$ cat config.mk
export PLATFORM = sky130hd
export DESIGN_NAME = led_indicator_bank_flat
export DESIGN_NICKNAME = d
export VERILOG_FILES = /design/src/rtl/led_pkg.sv /design/src/rtl/led_indicator_bank_if.sv /design/src/rtl/led_channel.sv /design/src/rtl/led_indicator_bank.sv /design/src/flat_wrapper.sv
export SDC_FILE = /design/constraint.sdc
export NUM_CORES = 1
export LEC_CHECK = 0
export ABC_CLOCK_PERIOD_IN_PS = 10100
export CAP_MARGIN = 25
export CELL_PAD_IN_SITES_DETAIL_PLACEMENT = 0
export CELL_PAD_IN_SITES_GLOBAL_PLACEMENT = 1
export CORE_MARGIN = 2
export CORE_UTILIZATION = 30
export CTS_CLUSTER_SIZE = 28
export DETAILED_ROUTE_END_ITERATION = 10
export PLACE_DENSITY_LB_ADDON = 0.12
export SKIP_CTS_REPAIR_TIMING = 1
export SLEW_MARGIN = 0
export SYNTH_ARGS = -nofsm -noshare
export SYNTH_HDL_FRONTEND = slang
export SYNTH_SLANG_ARGS = --single-unit
$ cat constraint.sdc
create_clock -name iClk -period 10.1 [get_ports iClk]
set_input_delay 1.01 -clock iClk [delete_from_list [all_inputs] [get_ports iClk]]
set_output_delay 1.01 -clock iClk [all_outputs]
set_load 0.05 [all_outputs]
$ cat src/rtl/led_pkg.sv
`default_nettype none
// +--------------------------------------------------------------------------+
// | Module   : led_pkg                                                       |
// | Purpose  : Shared definitions for the LED indicator bank: the 2-bit      |
// |            per-channel mode codes and the status-code activity test.     |
// | Contents : LED_OFF / LED_STEADY / LED_BLINK / LED_PULSE,                 |
// |            is_active(code, idle)                                         |
// | Revision : 1.0  initial release                                          |
// +--------------------------------------------------------------------------+
package led_pkg;

  localparam logic [1:0] LED_OFF    = 2'b00;
  localparam logic [1:0] LED_STEADY = 2'b01;
  localparam logic [1:0] LED_BLINK  = 2'b10;
  localparam logic [1:0] LED_PULSE  = 2'b11;

  // A status code is inactive when it is zero or equal to the idle code.
  // Arguments are 32 bits wide so that any SRC_W up to 32 can be passed
  // after zero-extension at the call site.
  function automatic logic is_active(input logic [31:0] code,
                                     input logic [31:0] idle);
    return (code != 32'd0) && (code != idle);
  endfunction

endpackage
`default_nettype wire

$ cat src/rtl/led_indicator_bank_if.sv
`default_nettype none
// +--------------------------------------------------------------------------+
// | Module   : led_bank_if                                                   |
// | Purpose  : Bundles the status/mode/brightness inputs and the LED drive   |
// |            output of the indicator bank.                                 |
// | Ports    : iValue  CHANNELS*SRC_W  status codes, channel c at c*SRC_W    |
// |            iMode   2*CHANNELS      per-channel mode, channel c at 2c     |
// |            iBright PWM_W           global brightness                     |
// |            oLights CHANNELS        registered LED drive                  |
// |            master: drives codes/modes/brightness, reads lights           |
// |            slave : the bank itself                                       |
// | Revision : 1.0  initial release                                          |
// +--------------------------------------------------------------------------+
interface led_bank_if #(
  parameter int CHANNELS = 8,
  parameter int SRC_W    = 8,
  parameter int PWM_W    = 4
) ();

  logic [CHANNELS*SRC_W-1:0] iValue;
  logic [2*CHANNELS-1:0]     iMode;
  logic [PWM_W-1:0]          iBright;
  logic [CHANNELS-1:0]       oLights;

  modport master (
    output iValue,
    output iMode,
    output iBright,
    input  oLights
  );

  modport slave (
    input  iValue,
    input  iMode,
    input  iBright,
    output oLights
  );

endinterface
`default_nettype wire

$ cat src/rtl/led_channel.sv
`default_nettype none
// +--------------------------------------------------------------------------+
// | Module   : led_channel                                                   |
// | Purpose  : One indicator channel: registered activity flag, registered   |
// |            copy of the status code, pulse-stretch counter, mode mux and  |
// |            the output flop.                                              |
// | Ports    : iClk, iReset        clock, async active-high reset            |
// |            value_i  SRC_W      status code for this channel              |
// |            mode_i   2          OFF/STEADY/BLINK/PULSE                    |
// |            blink_phase_i 1     shared blink phase                        |
// |            gate_i   1          shared PWM brightness gate                |
// |            light_o  1          registered LED drive                      |
// | Revision : 1.0  initial release                                          |
// +--------------------------------------------------------------------------+
module led_channel
  import led_pkg::*;
#(
  parameter int SRC_W          = 8,
  parameter int IDLE_CODE      = 99,
  parameter int STRETCH_CYCLES = 5000000
) (
  input  logic             iClk,
  input  logic             iReset,
  input  logic [SRC_W-1:0] value_i,
  input  logic [1:0]       mode_i,
  input  logic             blink_phase_i,
  input  logic             gate_i,
  output logic             light_o
);

  localparam int              CNT_W        = $clog2(STRETCH_CYCLES + 1);
  localparam logic [CNT_W-1:0] STRETCH_LOAD = CNT_W'(STRETCH_CYCLES);

  logic             act_d, act_q;
  logic [SRC_W-1:0] value_q;
  logic [CNT_W-1:0] cnt_d, cnt_q;
  logic             on_w;
  logic             light_d, light_q;

  always_comb begin
    act_d = is_active(32'(value_i), 32'(IDLE_CODE));

    // Outside PULSE the counter is held at zero, so entering PULSE never
    // replays an old event. A new event reloads rather than extends.
    cnt_d = '0;
    if (mode_i == LED_PULSE) begin
      if (act_d && (!act_q || (value_i != value_q))) begin
        cnt_d = STRETCH_LOAD;
      end else if (cnt_q != '0) begin
        cnt_d = cnt_q - CNT_W'(1);
      end
    end

    on_w = 1'b0;
    case (mode_i)
      LED_STEADY: on_w = act_q;
      LED_BLINK:  on_w = act_q & blink_phase_i;
      LED_PULSE:  on_w = (cnt_q != '0);
      default:    on_w = 1'b0;
    endcase

    light_d = on_w & gate_i;
  end

  always_ff @(posedge iClk or posedge iReset) begin
    if (iReset) begin
      act_q   <= 1'b0;
      value_q <= '0;
      cnt_q   <= '0;
      light_q <= 1'b0;
    end else begin
      act_q   <= act_d;
      value_q <= value_i;
      cnt_q   <= cnt_d;
      light_q <= light_d;
    end
  end

  assign light_o = light_q;

endmodule
`default_nettype wire

$ cat src/rtl/led_indicator_bank.sv
`default_nettype none
// +--------------------------------------------------------------------------+
// | Module   : led_indicator_bank                                            |
// | Purpose  : CHANNELS status LEDs, each OFF/STEADY/BLINK/PULSE, with one   |
// |            global PWM brightness gate. Holds the shared blink prescaler  |
// |            and PWM counter; per-channel state lives in led_channel.      |
// | Ports    : iClk    system clock                                          |
// |            iReset  asynchronous active-high reset                        |
// |            bus     led_bank_if.slave (iValue, iMode, iBright, oLights)   |
// | Revision : 1.0  initial release                                          |
// +--------------------------------------------------------------------------+
module led_indicator_bank
  import led_pkg::*;
#(
  parameter int CHANNELS       = 8,
  parameter int SRC_W          = 8,
  parameter int IDLE_CODE      = 99,
  parameter int BLINK_DIV      = 25000000,
  parameter int STRETCH_CYCLES = 5000000,
  parameter int PWM_W          = 4
) (
  input  logic      iClk,
  input  logic      iReset,
  led_bank_if.slave bus
);

  localparam int               BLK_W    = $clog2(BLINK_DIV);
  localparam logic [BLK_W-1:0] BLK_LAST = BLK_W'(BLINK_DIV - 1);

  logic [BLK_W-1:0]    presc_d, presc_q;
  logic                phase_d, phase_q;
  logic [PWM_W-1:0]    pwm_d, pwm_q;
  logic                gate_w;
  logic [CHANNELS-1:0] lights_w;

  always_comb begin
    // Phase flips on the wrap cycle, so the first lit half-period begins
    // BLINK_DIV cycles after reset.
    if (presc_q == BLK_LAST) begin
      presc_d = '0;
      phase_d = ~phase_q;
    end else begin
      presc_d = presc_q + BLK_W'(1);
      phase_d = phase_q;
    end

    pwm_d = pwm_q + PWM_W'(1);

    // All-ones must be fully on; a plain compare would leave one dark slot.
    gate_w = (bus.iBright == {PWM_W{1'b1}}) | (pwm_q < bus.iBright);
  end

  always_ff @(posedge iClk or posedge iReset) begin
    if (iReset) begin
      presc_q <= '0;
      phase_q <= 1'b0;
      pwm_q   <= '0;
    end else begin
      presc_q <= presc_d;
      phase_q <= phase_d;
      pwm_q   <= pwm_d;
    end
  end

  for (genvar c = 0; c < CHANNELS; c++) begin : g_ch
    led_channel #(
      .SRC_W          (SRC_W),
      .IDLE_CODE      (IDLE_CODE),
      .STRETCH_CYCLES (STRETCH_CYCLES)
    ) u_channel (
      .iClk          (iClk),
      .iReset        (iReset),
      .value_i       (bus.iValue[c*SRC_W +: SRC_W]),
      .mode_i        (bus.iMode[2*c +: 2]),
      .blink_phase_i (phase_q),
      .gate_i        (gate_w),
      .light_o       (lights_w[c])
    );
  end

  assign bus.oLights = lights_w;

endmodule
`default_nettype wire

$ cat src/flat_wrapper.sv
// flat-port wrapper written by rule: the top's interface ports become plain ports
module led_indicator_bank_flat import led_pkg::*;
#(
  parameter int CHANNELS       = 8,
  parameter int SRC_W          = 8,
  parameter int IDLE_CODE      = 99,
  parameter int BLINK_DIV      = 25000000,
  parameter int STRETCH_CYCLES = 5000000,
  parameter int PWM_W          = 4
)
  (iClk, iReset, bus_iValue, bus_iMode, bus_iBright, bus_oLights);
  led_bank_if #(.CHANNELS(CHANNELS), .SRC_W(SRC_W), .PWM_W(PWM_W)) bus_i ();
  input  logic iClk;
  input  logic iReset;
  input wire logic [$bits(bus_i.iValue)-1:0] bus_iValue;
  input wire logic [$bits(bus_i.iMode)-1:0] bus_iMode;
  input wire logic [$bits(bus_i.iBright)-1:0] bus_iBright;
  output wire logic [$bits(bus_i.oLights)-1:0] bus_oLights;
  assign bus_i.iValue = bus_iValue;
  assign bus_i.iMode = bus_iMode;
  assign bus_i.iBright = bus_iBright;
  assign bus_oLights = bus_i.oLights;
  led_indicator_bank #(.CHANNELS(CHANNELS), .SRC_W(SRC_W), .IDLE_CODE(IDLE_CODE), .BLINK_DIV(BLINK_DIV), .STRETCH_CYCLES(STRETCH_CYCLES), .PWM_W(PWM_W)) u_core (.iClk(iClk), .iReset(iReset), .bus(bus_i));
endmodule
[Word-level counts from Yosys, hierarchy flattened]
Index checks and enable logic that the tools add are counted.
Word-level totals
  output and inout port bits: 8
  bits of input ports: 86
  logic and storage cells: 187
  flip-flop bits (word level): 294
Cells by class
  reduce and logical (&&, ||, !) cells: 48
  equal/unequal tests: 42
  order comparisons: 1
  add/sub/neg operators: 10
  bitwise gates (word level): 18
  muxes and demuxes: 33
Operator list (count)
  $mux 23: 24
  $reduce_bool 23->1: 8
  $sub 23x1->23 const B: 8
  $ne 8x7->1 const B: 8
  $ne 8x8->1: 8
  $reduce_bool 8->1: 8
  $eq 2x2->1 const B: 16
  $add 25x1->25 const B: 1
  $eq 25x25->1 const B: 1
  $mux 25: 1
  $pmux 1 s3: 8
  $and 1x1->1: 16
  $eq 2x1->1 const B: 8
  $logic_and 1x1->1: 16
  $logic_not 1->1: 8
  $logic_or 1x1->1: 8
  $add 4x1->4 const B: 1
  $eq 4x4->1 const B: 1
  $lt 4x4->1: 1
  $not 1->1: 1
  $or 1x1->1: 1

[Logic depth before layout (Yosys ltp)]
  depth in word-level cells: 5
  depth in mapped cells: 8
  gate-level depth less buffers: 7

[Hierarchy]
From an unflattened synthesis, not the netlist that was laid out.
Second synthesis, totals
  cells, all modules: 1313
  area total of the unflattened synthesis: 14047.2 µm²
Modules (own cells, without submodules)
  led_channel at u_core.g_ch[0].u_channel ...: cells an instance 146, area an instance 1555.2 µm², seq. area each 825.8 µm², times used 5
  led_channel at u_core.g_ch[5].u_channel ...: cells an instance 150, area an instance 1602.8 µm², seq. area each 825.8 µm², times used 3
  led_indicator_bank: cells an instance 133, area an instance 1462.7 µm², seq. area each 750.7 µm², times used 1

[Worst setup path after synthesis]
Ideal clock, no wire load.
  path kind: flip-flop to flip-flop
  from: register u_core.g_ch[3].u_channel.cnt_q[9]
  to: register u_core.g_ch[3].u_channel.cnt_q[10]
  path slack: 7.573 ns
  required time: 9.981 ns
  data arrival time: 2.408 ns
  stages on the path, launching flop included: 9
  setup time: 0.119 ns
  period minus slack after synthesis: 2.527 ns
  buffers on the path: 3
  cell sequence: dfrtp_1 or4_4 or4_4 buf_6 or4_1 buf_2 nand4_4 buf_8 nor2_1
Between the ends
  longest elaborated chain between the ends: 4
  elaborated cells between the ends (all ways): 5
  classes of those cells: 1 x add/sub; 3 x mux; 1 x reduce/logical
RTL lines
  start: declaration: line led_channel.sv:36  | logic [CNT_W-1:0] cnt_d, cnt_q;
  start signal: assignment: line led_channel.sv:74  | cnt_q <= cnt_d;
  $sub 23x1->23 / $reduce_bool 23->1 (equally long branches): line led_channel.sv:50, led_channel.sv:49
  $mux 23 *: line led_channel.sv:49  | end else if (cnt_q != '0) begin
  $mux 23 *: line led_channel.sv:47  | if (act_d && (!act_q || (value_i != value_q))) begin
  $mux 23 *: line led_channel.sv:46  | if (mode_i == LED_PULSE) begin
  net u_core.g_ch[3].u_channel.cnt_d[10]: line led_channel.sv:36
The timed path passes the listed nets; every way through them passes the cells marked *.
A chain may end at the register's enable or synchronous reset.

[Worst setup path in the final report]
  from: input bus_iValue[32]
  to: register u_core.g_ch[4].u_channel.cnt_q[7]
Between the ends
  longest elaborated chain between the ends: 5
  elaborated cells between the ends (all ways): 8
  classes of those cells: 2 x eq/ne; 2 x mux; 4 x reduce/logical
RTL lines
  start: declaration: line flat_wrapper.sv:15  | input wire logic [$bits(bus_i.iValue)-1:0] bus_iValue;
  $ne 8x7->1, or another cell as far along: line led_pkg.sv:22  | return (code != 32'd0) && (code != idle);
  $logic_and 1x1->1 / $logic_or 1x1->1 (equally long branches): line led_pkg.sv:22, led_channel.sv:47
  $logic_and 1x1->1 *: line led_channel.sv:47
  $mux 23 *: line led_channel.sv:47
  $mux 23 *: line led_channel.sv:46
  net u_core.g_ch[4].u_channel.cnt_d[7]: line led_channel.sv:36
  end signal: assignment: line led_channel.sv:74
  end: declaration: line led_channel.sv:36
Marks and branches as above.

==> results.json <==
{
  "synthTopCellsByCount": "dfrtp_1, xnor2_1, nor2_1",
  "final_util_pct": 36.5,
  "hold_viol_final": 0,
  "nFillCells": 4511,
  "yosys.area.top_type": "dfrtp_1",
  "cp_max_fo": 15,
  "synth_edf_count": 0,
  "core_mm2": 0.0452,
  "ys_ff_latch": 294,
  "grt_overflow": 0,
  "critical_path_class": "in2reg",
  "synthAdderAreaFrac_pct": 1.92,
  "regArea_mm2": 0.00736,
  "path_cells": "clkdlybuf4s50_1 > xnor2_1 > nand3_1 > o31ai_1 > nand4_1 > a21oi_1",
  "status": "finished clean",
  "fin_total_pwr_mw": 2.81,
  "row_count": 78,
  "drive_above_1_share_pct": 5.61,
  "final-max-slew-violation-count": 0,
  "grt_pass1_vias": 10064,
  "port_buffers": 93,
  "drc": 0,
  "cpPeakStageDelay_ns": 0.73,
  "vias": 9578,
  "post-route-period-util_pct": 30.0,
  "design_area_mm2": 0.0165,
  "via_per_inst": 4.65,
  "ys_seq_area_share_pct": 53.7,
  "dr.first_iter.drc_count": 436,
  "grt_usage_pct": 13.4,
  "post-route-min-period_ns": 3.03,
  "r2r.worst_path.cells": 5,
  "hold-path-endpoint": "u_core.g_ch[4].u_channel.cnt_q[0]",
  "finClkSkew_ns": 0.0143,
  "synth_area_mm2": 0.0137,
  "crit_path_top_delay_cell": "nand4_1",
  "start_util_pct": 30.3,
  "drtAntennaViolNets": 0,
  "dp.cells": 1996,
  "synth_compound_area_share_pct": 5.66,
  "synth_cell_types": 49,
  "worst_pin_slew_ns": 1.05,
  "die-area_mm2": 0.0474,
  "nets": 1543,
  "cts_sinks": 294,
  "r2r-start": "u_core.g_ch[2].u_channel.cnt_q[18]",
  "setup_tns_ns": 0,
  "fp.dieH_um": 218,
  "hold_ws_ns": 0.464,
  "setup_ws_ns": 7.07,
  "power_leakage_nw": 7.10,
  "cp.arrival_ns": 3.47,
  "multi_input_area_mm2": 0.00611,
  "hold_path.class": "reg2reg",
  "syn_inst": 1319,
  "ir_drop_mv": 0.0876,
  "synth_top_family_by_area": "simple AND/OR/NAND/NOR gates",
  "dr.pass1.iters": 4,
  "antenna_found_initial": 0,
  "synth_warnings": 0,
  "synth_simple_gate_area_share_pct": 21.5,
  "synth.top_cell.area_share_pct": 53.7,
  "placed_area_mm2": 0.0153,
  "rr_endpoint": "u_core.g_ch[2].u_channel.cnt_q[20]",
  "cp.required_ns": 10.54,
  "hp-start": "u_core.g_ch[4].u_channel.cnt_q[0]",
  "setup_viol": 0,
  "slew_headroom_pct": 29.9,
  "clock_latency_ns": 0.53,
  "r2r_slack_ns": 7.18,
  "start_kind": "primary input",
  "syn_avg_cell_area_um2": 10.4,
  "fmax_ghz": 0.330,
  "clk_pin_slew_worst_paths_ns": 0.06,
  "cts_tree": "yes",
  "place_ws_ns": 6.48,
  "synth.area.top_cells": "dfrtp_1, xnor2_1, nor2_1, xor2_1, nand2_1",
  "grt_pass1_wl_mm": 52.0,
  "drv_cap": 0,
  "p_per_area_mw_per_mm2": 171,
  "end_kind": "flop",
  "yosys_most_used_dff": "dfrtp_1",
  "io_pins": 94,
  "yosys.cell_count.top_type": "dfrtp_1",
  "wl_per_cell_um": 14.5,
  "root_buffer": "clkbuf_16",
  "synthXorXnorAreaFrac_pct": 14.9,
  "die_w_um": 218,
  "numCtsBuffers": 38,
  "cts_max_path_buffers": 3,
  "post-dp-hpwl_mm": 19.6,
  "synth_async_sr_flop_share_pct": 100,
  "holdPathStages": 1,
  "synth.mux.area_fraction_pct": 0.585,
  "ctsHtreeMaxLevel": 2,
  "rsz0062_at_grt": "no",
  "fin_cells": 2062,
  "area_growth_pct": 20.3,
  "drt-total-wl_mm": 29.9,
  "syn_nets": 1426,
  "grt_max_degree": 184,
  "place_congestion": 0.732
}
==> per-layer routing <==
layer  up-vias  wire length, um  global-route usage (%)
met2       123            13100                    20.5
met5         -                0                       0
li1       4830                -                       -
met1      4588            15100                    18.9
met4         0              521                    3.74
met3        37             1150                    2.97
==> worst max-delay path, delay by kind of cell <==
kind            cells  cell delay (ns)
buf+inv             1             0.53
xor+xnor            1             0.14
simple gates        2             0.83
compound gates      2             0.96
==> cell type report <==
class	instances	area share, %
inverter	24	0.592
tap	600	4.56
clock buffer	61	6.80
antenna	1	0.0152
multi-input combinational	976	37.1
sequential	294	44.6
clock inverter	4	0.137
timing repair buffer	102	6.18
==> logic make-up (layout without fill, tap and decap cells) <==
kind of cell	count (synthesis)	count (layout)
buf+inv	49	191
simple gates	581	581
compound gates	133	133
other cells	0	1
mux	8	8
xor+xnor	233	233
fa+ha+maj	21	21
flops	294	294
==> registers in the layout (all words and copies together) (netlist names) <==
signal / flops
u_core.presc_q: 25
u_core.g_ch.u_channel.cnt_q: 184
u_core.g_ch.u_channel.act_q: 8
u_core.g_ch.u_channel.light_o: 8
u_core.phase_q: 1
u_core.pwm_q: 4
u_core.g_ch.u_channel.value_q: 64
==> placed cells by master, fill, tap and decap left out, types with 41 or more instances in the layout <==
cell type        netlist  final
dfrtp_1              294    294
nand2_1               95     95
clkdlybuf4s50_1        0     93
xor2_1                45     45
xnor2_1              188    188
nor4_1                57     57
nor3_1                62     61
clkbuf_16              0     41
nand3_1               46     46
nor2_1               183    183
a21oi_1               43     42
o21ai_0               56     56
==> worst max-delay path by stage <==
| stage | start | slack (ns) | cells past startpoint | to |
|---|---|---|---|---|
| detailed placement | bus_iValue[32] | 6.48 | 6 | u_core.g_ch[4].u_channel.cnt_q[7] |
| finish | bus_iValue[32] | 7.07 | 6 | u_core.g_ch[4].u_channel.cnt_q[7] |
| CTS | bus_iValue[32] | 7.07 | 6 | u_core.g_ch[4].u_channel.cnt_q[7] |
| global placement | bus_iValue[32] | 6.56 | 6 | u_core.g_ch[4].u_channel.cnt_q[3] |
| global route | bus_iValue[32] | 6.81 | 6 | u_core.g_ch[4].u_channel.cnt_q[7] |
| floorplan | iReset | 0.97 | 1 | u_core.g_ch[0].u_channel.act_q |
==> report_power, final <==
part	total [mW]	switching, mW	internal (mW)	leakage [nW]
Clock	1.26	0.504	0.756	0.553
Sequential	1.24	0.0275	1.22	3.80
Combinational	0.307	0.165	0.142	2.74
Total	2.81	0.697	2.11	7.10
Power figures use the tool's default switching activity.
==> variant 1: new RTL, config.mk and constraints unchanged <==
Make the reset (`iReset`) synchronous in 2 clocked blocks. Comments in the files are not updated.
--- a/src/rtl/led_channel.sv
+++ b/src/rtl/led_channel.sv
@@ -64,3 +64,3 @@
 
-  always_ff @(posedge iClk or posedge iReset) begin
+  always_ff @(posedge iClk) begin
     if (iReset) begin
--- a/src/rtl/led_indicator_bank.sv
+++ b/src/rtl/led_indicator_bank.sv
@@ -52,3 +52,3 @@
 
-  always_ff @(posedge iClk or posedge iReset) begin
+  always_ff @(posedge iClk) begin
     if (iReset) begin
Function: differs if iReset is asserted again (counterexample within 4 cycles, from zero or initial values and one cycle with iReset high); with iReset held inactive, the same outputs for 10 cycles.
==> variant 1 against the original RTL <==
  * Wire length down 1.1%
  * Synthesized area down 5.3%
  * Design area down 5.1%
  * Largest power group unchanged
  * Core utilization about the same
  * Fmax rose by 7.5%
  * Sequential cell count is the same
  * First-iteration DRC count fell by 32%
  * Power is 0.42% higher
  * Worst setup slack better by 0.21 ns
  * Largest cell class is now multi-input gates
==> variant 1: results (changes against the original RTL) <==
Synth
  – Synth top area cells: dfxtp_1 (45%), xor2_1 (8.4%), xnor2_1 (7.4%)
  – Asr flop ratio synth: 0% (-100 points)
  – Top_reg_cell synth: dfxtp_1
  – Seq/Total Area, Yosys: 45.35% (-8.4 points)
  – Commonest cells post-synth: dfxtp_1 (294), nor2_1 (209), xor2_1 (124)
  – Synth unique cells: 51 (+4.1%)
  – Synthesized instance count: 1444 (+9.5%)

Final layout
  – Num sequential: 294 (unchanged)
  – Diode count: 0 (-1)
  – Fill cells: 4449 (-1.4%)
  – Sequential Area: 5886 um2 (-20%)
  – Fin area: 15640 um2 (-5.1%)
  – Inverters: 29 (+21%)
  – Multi-input combinational area share: 43.28% (+6.2 points)
  – Clock network area share: 7.735% (+0.80 points)
  – Share of layout cells above drive strength 1: 6.334% (+0.72 points)
  – Buffers, non-clock: 94 (-7.8%)
  – Multi-Input Combinational: 1080 (+11%)
  – Nets: 1640 (+6.3%)
  – Layout non-clock buf frac: 5.983% (-0.20 points)

Pwr
  – Clock power frac: 45.9% (+1.1 points)
  – Worst vdd ir: 104.6 uV (+19%)
  – Sequential group share of total power: 43.3% (-1.0 points)
  – Switching power share of the total: 24.37% (-0.42 points)

Global route
  – Vias in the first global route: 9545 (-5.2%)
  – Met1 usage: 18.09% (-0.79 points)
  – Global Route Usage Sum: 13.38% (+0.019 points)
  – Met2 usage: 21.09% (+0.58 points)
  – First-pass GRT wire length: 48790 um (-6.2%)
  – Grt met3 use: 3.205% (+0.23 points)

STA
  – Fin crit period: 2.814 ns (-0.2121 ns)
  – Clock skew: 0.01373 ns (-0.0005707 ns)

Routing
  – DR iter-0 viols: 298 (-32%)
  – Vias per cell: 4.614 (-0.67%)
  – Overall routed net length: 29560 um (-1.1%)
  – Drt first pass iters: 5 (+1)

Run status
  – Run status: finished, final reports clean

Setup path
  – CP peak stage delay: 0.54 ns (-0.19 ns)
  – WP data arrival: 3.26 ns (-0.21 ns)
  – CP max-delay cell: or4_1
  – R2r worst-path depth: 7 (+2)
  – Worst Setup SP: bus_iValue[25]
  – R2R Path Start: u_core.g_ch[4].u_channel.cnt_q[0]
  – RR Endpoint: u_core.g_ch[4].u_channel.cnt_q[4]
  – Cell family with most CP delay: simple AND/OR/NAND/NOR gates
  – Reg2reg setup slack: 7.34 ns (+0.16 ns)

Place
  – Placement Cell Area: 14430 um2 (-5.9%)
  – Pre-CTS setup slack: 6.713 ns (+0.2378 ns)
  – RePlAce Congestion: 0.7303 (-0.19%)
  – DP HPWL: 20430 um (+4.1%)

Clocking
  – CTS buffer count: 37 (-2.6%)
variant 1: cell types whose count changed after synthesis, sizes merged, moves of 21 or more:
cell / before / now
nor2: 183 / 209
or4: 19 / 40
nor2b: 3 / 71
dfrtp: 294 / 0
xnor2: 188 / 109
dfxtp: 0 / 294
xor2: 45 / 124
variant 1: worst min-delay path by stage:
stage	startpoint	to	slack, ns	cells past startpoint
6_report	u_core.g_ch[4].u_channel.cnt_q[0]	u_core.g_ch[4].u_channel.cnt_q[0]	0.45	1
5_1_grt	u_core.g_ch[7].u_channel.cnt_q[0]	u_core.g_ch[7].u_channel.cnt_q[0]	0.48	1
4_1_cts	u_core.g_ch[4].u_channel.cnt_q[0]	u_core.g_ch[4].u_channel.cnt_q[0]	0.46	1
3_5_place_dp	u_core.g_ch[2].u_channel.cnt_q[0]	u_core.g_ch[2].u_channel.cnt_q[0]	0.45	1
3_3_place_gp	u_core.g_ch[4].u_channel.cnt_q[0]	u_core.g_ch[4].u_channel.cnt_q[0]	0.44	1
2_1_floorplan	u_core.g_ch[4].u_channel.cnt_q[0]	u_core.g_ch[4].u_channel.cnt_q[0]	0.42	1
variant 1: routing by layer:
metal	up-vias	share of wire, %
met5	-	0
met4	0	2.1
li1	5173	-
met1	4588	50
met3	43	4.2
met2	107	44
variant 1: logic make-up (layout without fill, tap and decap cells):
kind of cell,count (synthesis),after routing,synth area share (%)
adders and majority gates,18,18,1.735
AOI/OAI and AO/OA,144,144,6.488
buffers and inverters,70,189,2.487
and+or+nand+nor,682,682,27.99
muxes,3,3,0.2314
xor gates and xnor gates,233,233,15.72
DFF,294,294,45.35
==> variant 2: new RTL, config.mk and constraints unchanged <==
Without the edit above. `PWM_W` is set to 4 in 3 places; all go to 5.
--- a/src/rtl/led_indicator_bank_if.sv
+++ b/src/rtl/led_indicator_bank_if.sv
@@ -16,3 +16,3 @@
   parameter int SRC_W    = 8,
-  parameter int PWM_W    = 4
+  parameter int PWM_W    = 5
 ) ();
--- a/src/rtl/led_indicator_bank.sv
+++ b/src/rtl/led_indicator_bank.sv
@@ -19,3 +19,3 @@
   parameter int STRETCH_CYCLES = 5000000,
-  parameter int PWM_W          = 4
+  parameter int PWM_W          = 5
 ) (
--- a/src/flat_wrapper.sv
+++ b/src/flat_wrapper.sv
@@ -8,3 +8,3 @@
   parameter int STRETCH_CYCLES = 5000000,
-  parameter int PWM_W          = 4
+  parameter int PWM_W          = 5
 )
Interface: changed (resized bus_iBright); port bits go from 94 to 95. The function was not compared with the original's and may differ.
==> variant 2 against the original RTL <==
  * Power grew 1.1%
  * Critical path type is now register to register
  * Wire length grew 4.3%
  * Design area grew 0.91%
  * Synthesized area grew 1.6%
  * Clock power is essentially flat
  * Sequential cell count grew 1
  * Count of clock-buffer cells in the layout shrank 3
  * Final cell count shrank 0.15%
  * Worst hold slack lost 0.0066 ns
  * Worst setup slack gained 0.0060 ns
  * Largest power group unchanged
==> variant 2: results (changes against the original RTL) <==
Clocking
  – CTS buffer count: 36 (-5.3%)

Synth
  – Syn Area/Cell: 10.46 um2 (+0.71%)
  – Synth Warn #: 0 (unchanged)
  – Synth unique cells: 56 (+14%)
  – Synthesized Nets: 1439 (+0.91%)
  – Seq/Total Area, Yosys: 53.06% (-0.64 points)
  – Synth top area cells: dfrtp_1 (53%), xnor2_1 (11%), nor2_1 (5.0%)
  – Commonest cells post-synth: dfrtp_1 (295), nor2_1 (184), xnor2_1 (182)

Min path
  – Hold Crit Class: register to register
  – Hold Startpoint: u_core.g_ch[3].u_channel.cnt_q[0]
  – Worst Hold End: u_core.g_ch[3].u_channel.cnt_q[0]

Pwr
  – Int Power: 0.002139 W (+1.1%)
  – Worst vdd ir: 91.91 uV (+5.0%)
  – Lkg Pwr: 7.189 nW (+1.3%)

Place
  – DP HPWL: 20230 um (+3.1%)
  – Cells after DPL: 1999 (+0.15%)
  – # port buffers: 94 (+1.1%)
  – RePlAce Congestion: 0.7182 (-1.8%)

Final layout
  – Diode count: 0 (-1)
  – Share of layout cells above drive strength 1: 5.826% (+0.21 points)
  – Nets: 1546 (+0.19%)

Global route
  – Global Route Usage Sum: 13.41% (+0.053 points)
  – Grt met3 use: 3.202% (+0.23 points)
  – Met2 usage: 20.58% (+0.069 points)
  – First-pass GRT wire length: 52150 um (+0.31%)
  – Met1 usage: 18.68% (-0.21 points)
  – Vias in the first global route: 9952 (-1.1%)
  – Largest net degree at the start of global routing: 183 (-0.54%)
  – Remaining global-route overflow: 0 (unchanged)

Setup path
  – RR Endpoint: u_core.g_ch[5].u_channel.cnt_q[12]
  – CP peak stage delay: 0.79 ns (+0.06 ns)
  – Cell family with most CP delay: simple AND/OR/NAND/NOR gates
  – WP data arrival: 3.40 ns (-0.07 ns)
  – R2R Path Start: u_core.g_ch[5].u_channel.cnt_q[9]
  – CP max-delay cell: o311ai_2
  – R2r worst-path depth: 5 (unchanged)
  – Reg2reg setup slack: 7.08 ns (-0.10 ns)

Routing
  – Via count: 9735 (+1.6%)
  – Overall routed net length: 31180 um (+4.3%)
  – Vias per cell: 4.728 (+1.8%)
  – Antenna-violating nets left: 0 (unchanged)
  – DR iter-0 viols: 487 (+12%)

STA
  – Max-slew headroom: 32.57% (+2.7 points)
  – Clock skew: 0.01580 ns (+0.001494 ns)

Run status
  – Run status: finished, final reports clean
-- variant 2: changes by cell type in the layout (fill, tap and decap cells not counted), moves of 5 or more --
cell	delta
mux2i_1	+5
a21oi_1	-14
nand4b_1	-5
clkbuf_8	+8
nand2_1	-9
xnor2_1	-6
clkbuf_1	-7
a22oi_1	+8
xor2_1	+11
-- variant 2: power groups by stage --
| stage | clock [W] | combinational [W] | sequential (W) |
|---|---|---|---|
| 2_1_floorplan | 0 | 0.000230 | 0.00127 |
| 3_3_place_gp | 0 | 0.000333 | 0.00128 |
| 3_5_place_dp | 0 | 0.000331 | 0.00128 |
| 4_1_cts | 0.00132 | 0.000335 | 0.00125 |
| 5_1_grt | 0.00137 | 0.000368 | 0.00126 |
| 6_report | 0.00126 | 0.000327 | 0.00125 |
-- variant 2: worst max-delay path by stage --
stage / cells past startpoint / startpoint / to / slack, ns
after floorplan: 1 / iReset / u_core.g_ch[0].u_channel.act_q / 0.94
after detailed placement: 6 / bus_iValue[37] / u_core.g_ch[4].u_channel.cnt_q[7] / 6.62
after global placement: 6 / bus_iValue[32] / u_core.g_ch[4].u_channel.cnt_q[7] / 6.67
final: 5 / u_core.g_ch[5].u_channel.cnt_q[9] / u_core.g_ch[5].u_channel.cnt_q[12] / 7.08
after CTS: 5 / u_core.g_ch[5].u_channel.cnt_q[9] / u_core.g_ch[5].u_channel.cnt_q[12] / 6.98
after global routing: 5 / u_core.g_ch[5].u_channel.cnt_q[5] / u_core.g_ch[5].u_channel.cnt_q[12] / 6.78
-- variant 2: per-stage QoR --
step                setup slack (ns)  instance area (um2)  hold slack (ns)  total power, W
floorplan                     0.9425                13910           0.4172        0.001499
global placement               6.669                15490           0.4433        0.001609
detailed placement             6.618                15490           0.4430        0.001607
CTS                            6.982                16630           0.4574        0.002910
global route                   6.782                16630           0.4850        0.002993
finish                         7.080                16630           0.4573        0.002842
-- variant 2: routing by layer --
layer	part of all wire (%)	up-vias
met5	0	-
met4	2.1	0
met3	4.4	41
met2	44	137
met1	49	4705
li1	-	4852
-- variant 2: logic make-up after synthesis --
family / count (synthesis) / synth area share (%)
AND/OR/NAND/NOR: 582 / 21.58
flip-flops: 295 / 53.06
XOR/XNOR: 238 / 14.98
AO/OA/AOI/OAI: 126 / 5.567
buffers and inverters: 54 / 1.898
adder cells (fa/ha/maj): 22 / 1.979
multiplexers: 13 / 0.9353
-- variant 2: final cells by class --
class / instances / area, um2
fill: 4583 / 28950
sequential: 295 / 7382
multi-input combinational: 981 / 6272
clock buffer: 58 / 1105
timing repair buffer: 98 / 983.4
tap: 600 / 750.7
inverter: 25 / 101.3
clock inverter: 2 / 35.03
